**src/rtl/alu_cmd_sequencer.sv**
```systemverilog
// Command sequencer for the 8-bit ALU. It buffers commands, runs them against an internal accumulator and returns results in order.
// Optional macro ALU_SEQ_STICKY_CARRY_EN adds the sticky_carry output and the sticky_clr input.
module alu_cmd_sequencer #(
    parameter int FIFO_DEPTH = 4
) (
    input  logic       clk,
    input  logic       rst,
    input  logic       cmd_valid,
    output logic       cmd_ready,
    input  logic       cmd_load,
    input  logic [2:0] cmd_opcode,
    input  logic [7:0] cmd_operand,
    output logic [7:0] alu_a,
    output logic [7:0] alu_b,
    output logic [2:0] alu_opcode,
    input  logic [7:0] alu_result,
    input  logic       alu_carry,
    output logic       rsp_valid,
    input  logic       rsp_ready,
    output logic [7:0] rsp_result,
    output logic       rsp_carry,
    output logic       rsp_zero,
    output logic [7:0] acc,
`ifdef ALU_SEQ_STICKY_CARRY_EN
    output logic       sticky_carry,
    input  logic       sticky_clr,
`endif
    output logic       busy
);

    localparam int PTR_W = (FIFO_DEPTH > 1) ? $clog2(FIFO_DEPTH) : 1;
    localparam int CNT_W = PTR_W + 1;

    typedef enum logic [1:0] {IDLE, EXEC, RESP} state_t;

    state_t state, state_next;

    // Each entry packs {load, opcode, operand}
    logic [11:0]      fifo_mem [FIFO_DEPTH];
    logic [PTR_W-1:0] wr_ptr, rd_ptr;
    logic [CNT_W-1:0] count;
    logic             full, empty, push, pop;
    logic             head_load;
    logic [2:0]       head_op;
    logic [7:0]       head_operand;

    logic issue_alu, issue_load, capture, rsp_done;

    assign full      = (count == CNT_W'(FIFO_DEPTH));
    assign empty     = (count == '0);
    assign cmd_ready = !full;
    assign push      = cmd_valid && !full;

    assign head_load    = fifo_mem[rd_ptr][11];
    assign head_op      = fifo_mem[rd_ptr][10:8];
    assign head_operand = fifo_mem[rd_ptr][7:0];

    assign busy = (state != IDLE) || !empty;

    always_ff @(posedge clk or posedge rst) begin
        if (rst) begin
            wr_ptr <= '0;
            rd_ptr <= '0;
            count  <= '0;
        end else begin
            if (push)
                wr_ptr <= wr_ptr + PTR_W'(1);
            if (pop)
                rd_ptr <= rd_ptr + PTR_W'(1);
            case ({push, pop})
                2'b10:   count <= count + CNT_W'(1);
                2'b01:   count <= count - CNT_W'(1);
                default: count <= count;
            endcase
        end
    end

    always_ff @(posedge clk) begin
        if (push)
            fifo_mem[wr_ptr] <= {cmd_load, cmd_opcode, cmd_operand};
    end

    always_ff @(posedge clk or posedge rst) begin
        if (rst)
            state <= IDLE;
        else
            state <= state_next;
    end

    // A response handshake may pop and issue the next command on the same edge
    always_comb begin
        state_next = state;
        pop        = 1'b0;
        issue_alu  = 1'b0;
        issue_load = 1'b0;
        capture    = 1'b0;
        rsp_done   = 1'b0;
        case (state)
            IDLE: begin
                if (!empty) begin
                    pop        = 1'b1;
                    issue_load = head_load;
                    issue_alu  = !head_load;
                    state_next = head_load ? RESP : EXEC;
                end
            end
            EXEC: begin
                capture    = 1'b1;
                state_next = RESP;
            end
            RESP: begin
                if (rsp_valid && rsp_ready) begin
                    rsp_done = 1'b1;
                    if (!empty) begin
                        pop        = 1'b1;
                        issue_load = head_load;
                        issue_alu  = !head_load;
                        state_next = head_load ? RESP : EXEC;
                    end else begin
                        state_next = IDLE;
                    end
                end
            end
            default: state_next = IDLE;
        endcase
    end

    always_ff @(posedge clk or posedge rst) begin
        if (rst) begin
            acc        <= '0;
            alu_a      <= '0;
            alu_b      <= '0;
            alu_opcode <= '0;
            rsp_result <= '0;
            rsp_carry  <= 1'b0;
            rsp_zero   <= 1'b0;
            rsp_valid  <= 1'b0;
        end else begin
            if (issue_alu) begin
                alu_a      <= acc;
                alu_b      <= head_operand;
                alu_opcode <= head_op;
            end
            if (issue_load) begin
                acc        <= head_operand;
                rsp_result <= head_operand;
                rsp_carry  <= 1'b0;
                rsp_zero   <= (head_operand == 8'h00);
            end
            if (capture) begin
                acc        <= alu_result;
                rsp_result <= alu_result;
                rsp_carry  <= alu_carry;
                rsp_zero   <= (alu_result == 8'h00);
            end
            if (issue_load || capture)
                rsp_valid <= 1'b1;
            else if (rsp_done)
                rsp_valid <= 1'b0;
        end
    end

`ifdef ALU_SEQ_STICKY_CARRY_EN
    // Setting wins over a clear arriving on the same edge
    always_ff @(posedge clk or posedge rst) begin
        if (rst)
            sticky_carry <= 1'b0;
        else if (capture && alu_carry)
            sticky_carry <= 1'b1;
        else if (sticky_clr)
            sticky_carry <= 1'b0;
    end
`endif

endmodule

```
**config.mk**
```make
export PLATFORM = sky130hd
export DESIGN_NAME = alu_cmd_sequencer
export DESIGN_NICKNAME = d
export VERILOG_FILES = /design/src/rtl/alu_cmd_sequencer.sv
export SDC_FILE = /design/constraint.sdc
export NUM_CORES = 1
export LEC_CHECK = 0
export CAP_MARGIN = 20
export CELL_PAD_IN_SITES_DETAIL_PLACEMENT = 1
export CELL_PAD_IN_SITES_GLOBAL_PLACEMENT = 2
export CORE_ASPECT_RATIO = 0.5
export CORE_MARGIN = 4
export CORE_UTILIZATION = 37
export DETAILED_ROUTE_END_ITERATION = 10
export MAX_ROUTING_LAYER = met4
export PLACE_DENSITY_LB_ADDON = 0.1
export SLEW_MARGIN = 30
export SYNTH_ARGS = -nofsm -noshare
export SYNTH_HDL_FRONTEND = slang
export SYNTH_SLANG_ARGS = --single-unit
```
**constraint.sdc**
```tcl
create_clock -name clk -period 2.7 [get_ports clk]
set_input_delay 0.27 -clock clk [delete_from_list [all_inputs] [get_ports clk]]
set_output_delay 0.27 -clock clk [all_outputs]
set_load 0.01 [all_outputs]
```
==> results by group <==
Global route
  – Global-route wire length before repair: 12.9 mm
  – Total global routing track utilization: 0.153
  – Pin count of the biggest net entering global routing: 40
  – Number of antenna violations at the first check in global routing: 0
  – Vias in the first global route: 2243
  – Aggregate global routing overflow: 0

Clocking
  – Total CTS buffers: 9
  – Post-cts sizing count: 0
  – Post-CTS repair timing setup buffer count: 0
  – Reg clk slew, reported paths: 0.07 ns
  – CTS H-tree depth: 3
  – Root buffer cell: sky130_fd_sc_hd__clkbuf_16
  – Max clock buf depth: 2
  – Skew-Pair Late Insertion Delay: 0.34 ns
  – CTS tree: done
  – Total number of clock tree sinks: 87
  – Count of hold buffers inserted by post-cts repair: 0

Placement
  – HPWL after detailed placement: 5.53 mm
  – GP Congestion: 0.761
  – IO Port Bufs: 64
  – Instance area after placement: 4330 um^2

Synthesis
  – Dominant combinational cell family by area after synthesis: multiplexers
  – Synthesized area: 3590 um^2
  – XOR/XNOR Fraction of Synth Area: 0.0146
  – Simple-gate share of the synthesized area: 0.0607
  – Post-synthesis adder-cell area fraction: 0.0230
  – Post-Syn Area per Cell: 15.6 um^2
  – Count of warnings emitted by yosys: 0
  – Synthesized-area fraction occupied by ao, oa, aoi and oai cells: 0.0415
  – Synthesized netlist net count: 261
  – Number of flip-flops and latches in the synthesized netlist: 87
  – Cell count after synthesis: 230
  – Seq/Total Area, Yosys: 0.674
  – Share of cell area taken by muxes after synthesis: 0.142
  – Number of unique standard cell types used by synthesis: 37

Power
  – Leakage power of the design: 0.00174 uW
  – Maximum VDD drop: 0.382 mV
  – Total power per unit cell area: 1260 nW/um^2

STA
  – Fmax achieved: 436 MHz
  – Fin. max-slew vios: 0
  – Total of endpoints with negative setup slack in the final report: 0
  – Final hold violations: 0
  – Worst rel slew slack: 0.537
  – Largest clock skew in the final design: 0.00708 ns
  – Total Negative Setup Slacks: 0 ns
  – Final period utilization: 0.849
  – RSZ-0062 raised after global routing: false
  – Minimum hold slack: 0.376 ns
  – Final period demand of the worst path: 2.29 ns
  – Measured slew at the worst slew-check pin: 0.694 ns

Final layout
  – Net count, final: 324
  – Synthesis-to-layout area growth: 28.7%
  – Ratio of cells with drive above 1 in the final layout: 0.191
  – Cell area after layout: 4620 um^2
  – Antenna Cells: 0

Critical path
  – Setup crit start kind: flip-flop
  – Required arrival time at the worst endpoint: 2.96 ns
  – Most Frequent Cell on Critical Path: sky130_fd_sc_hd__xor2_1
  – Maximum fanout encountered on the critical timing path: 7
  – Kind of critical path: flip-flop to flip-flop
  – CP Cell Sequence: a21boi_0, nor3_1, ha_1, inv_1, fa_1, xor2_1, nor2_1, xor2_1
  – Cell type of the slowest stage on the worst timing path: sky130_fd_sc_hd__dfrtp_1
  – Worst Path Arrival: 2.55 ns
  – Critical path's largest stage delay: 0.44 ns
  – Crit. End Element: flip-flop

Die
  – Height of the die: 77.6 um
  – Core Box Area: 9450 um^2
  – Overall die area: 11400 um^2
  – Starting density of the core: 0.380
  – Width of the die: 147 um
  – Number of placed I/O pins: 65
  – Num rows: 25

Worst hold path
  – Hold crit path type: input port to asynchronous set/reset pin

Status
  – Status: complete, no violations

Detailed routing
  – Final antenna-violating net count: 0
  – Total via count after detailed routing: 2085
  – Wirelength, routed: 7.85 mm
  – DRC marker count from the first detailed-route iteration: 70
  – Number of vias per cell after detailed routing: 4.82
  – DRC viols: 0
  – Final routed wire length divided by cell count: 18.1 um
  – First-pass iteration count of the detailed router: 4

Job
  – Max-capacitance violation count: 0
-- logic make-up (layout without fill, tap and decap cells) --
logic type	Yosys count	in the layout
flops	87	87
compound gates	24	24
fa+ha+maj	6	6
mux	34	34
simple gates	45	45
buf+inv	28	96
xor+xnor	6	6
-- per-stage QoR --
stage / setup WS [ns] / util / power [uW] / cells
final: 0.407 / 0.489 / 5830 / 433
after global routing: 0.177 / 0.489 / 6250 / 433
after CTS: 0.372 / 0.489 / 5930 / 433
after detailed placement: 0.0714 / 0.459 / 4710 / 417
after global placement: 0.227 / 0.459 / 4630 / 417
after floorplan: 0.737 / - / 3710 / 230
-- cell usage after synthesis (all sizes together) --
master	n	area, um^2
a21oi	8	40.0
xnor2	3	26.3
dfrtp	39	976
o21ai	2	10.0
xor2	3	26.3
mux2i	2	20.0
clkbuf	4	15.0
inv	9	33.8
a31o	1	8.76
a21boi	1	7.51
a22o	1	8.76
nand2b	1	6.26
a31oi	8	50.1
nor3	5	25.0
mux4	11	248
or3	2	12.5
o2111ai	1	8.76
nor2	3	11.3
nand3	3	15.0
and3	5	31.3
nor2b	1	6.26
ha	5	62.6
nand2	21	78.8
o211ai	1	7.51
edfxtp	48	1440
and2	1	6.26
nor4	3	25.0
mux2	21	240
buf	15	113
fa	1	20.0
a21o	1	7.51
-- per-layer routing --
metal | global-route usage | vias up | wire [um]
li1 | - | 967 | -
met1 | 0.209 | 1052 | 3880
met2 | 0.225 | 56 | 3490
met3 | 0.0467 | 10 | 409
met4 | 0.0362 | 0 | 76
met5 | - | - | 0
-- final timing paths --
| path | startpoint | end | slack (ns) | depth (start not counted) |
|---|---|---|---|---|
| min in group clk | alu_b[5] | alu_b[5] | 0.51 | 1 |
| worst min-delay path | rst | rsp_carry | 0.38 | 3 |
| max in group asynchronous | rst | alu_b[5] | 1.94 | 3 |
| worst max register to register | state[1] | count[2] | 0.41 | 8 |
| worst max-delay path | state[1] | count[2] | 0.41 | 8 |
| worst min register to register | alu_b[5] | alu_b[5] | 0.51 | 1 |
-- power by group --
part	switching [uW]	leakage, uW	internal [uW]	total [uW]
clock network	565	0.000141	645	1210
registers	285	0.000891	1890	2170
logic	1150	0.000706	1300	2450
-- state kept, by name (all words and copies together) (netlist names) --
name and count:
fifo_mem 48, acc 8, alu_a 8, alu_b 8
alu_opcode 3, count 3, rd_ptr 2, state 2
wr_ptr 2, rsp_carry 1, rsp_valid 1, rsp_zero 1
-- critical path, delay by kind of cell (launching register included) --
family                   cells  cell delay (ns)
flip-flops                   1             0.44
AND/OR/NAND/NOR              2             0.54
XOR/XNOR                     2             0.32
AO/OA/AOI/OAI                1             0.20
adder cells (fa/ha/maj)      2             0.65
buffers and inverters        1             0.06
-- final cells by class --
class	instances	area (um^2)
Fill cell	940	4830
Sequential cell	87	2420
Multi-Input combinational cell	115	1020
Timing Repair Buffer	71	693
Clock buffer	9	225
Tap cell	135	169
Clock inverter	7	61.3
Inverter	9	33.8
-- cell usage in the layout, fill, tap and decap left out, types with 3 or more instances in the layout --
cell type and instances:
sky130_fd_sc_hd__xor2_1 3, sky130_fd_sc_hd__and3_1 5, sky130_fd_sc_hd__a31oi_1 8, sky130_fd_sc_hd__buf_4 7, sky130_fd_sc_hd__ha_1 5, sky130_fd_sc_hd__a21oi_1 8, sky130_fd_sc_hd__inv_6 3, sky130_fd_sc_hd__inv_1 9
sky130_fd_sc_hd__clkbuf_16 9, sky130_fd_sc_hd__nor3_1 5, sky130_fd_sc_hd__mux2_2 20, sky130_fd_sc_hd__mux4_2 11, sky130_fd_sc_hd__nand3_1 3, sky130_fd_sc_hd__edfxtp_1 48, sky130_fd_sc_hd__dfrtp_1 39, sky130_fd_sc_hd__nand2_1 21
sky130_fd_sc_hd__clkdlybuf4s50_1 64, sky130_fd_sc_hd__xnor2_1 3, sky130_fd_sc_hd__nor2_1 3
No activity file was read; power rests on OpenSTA's default activity.
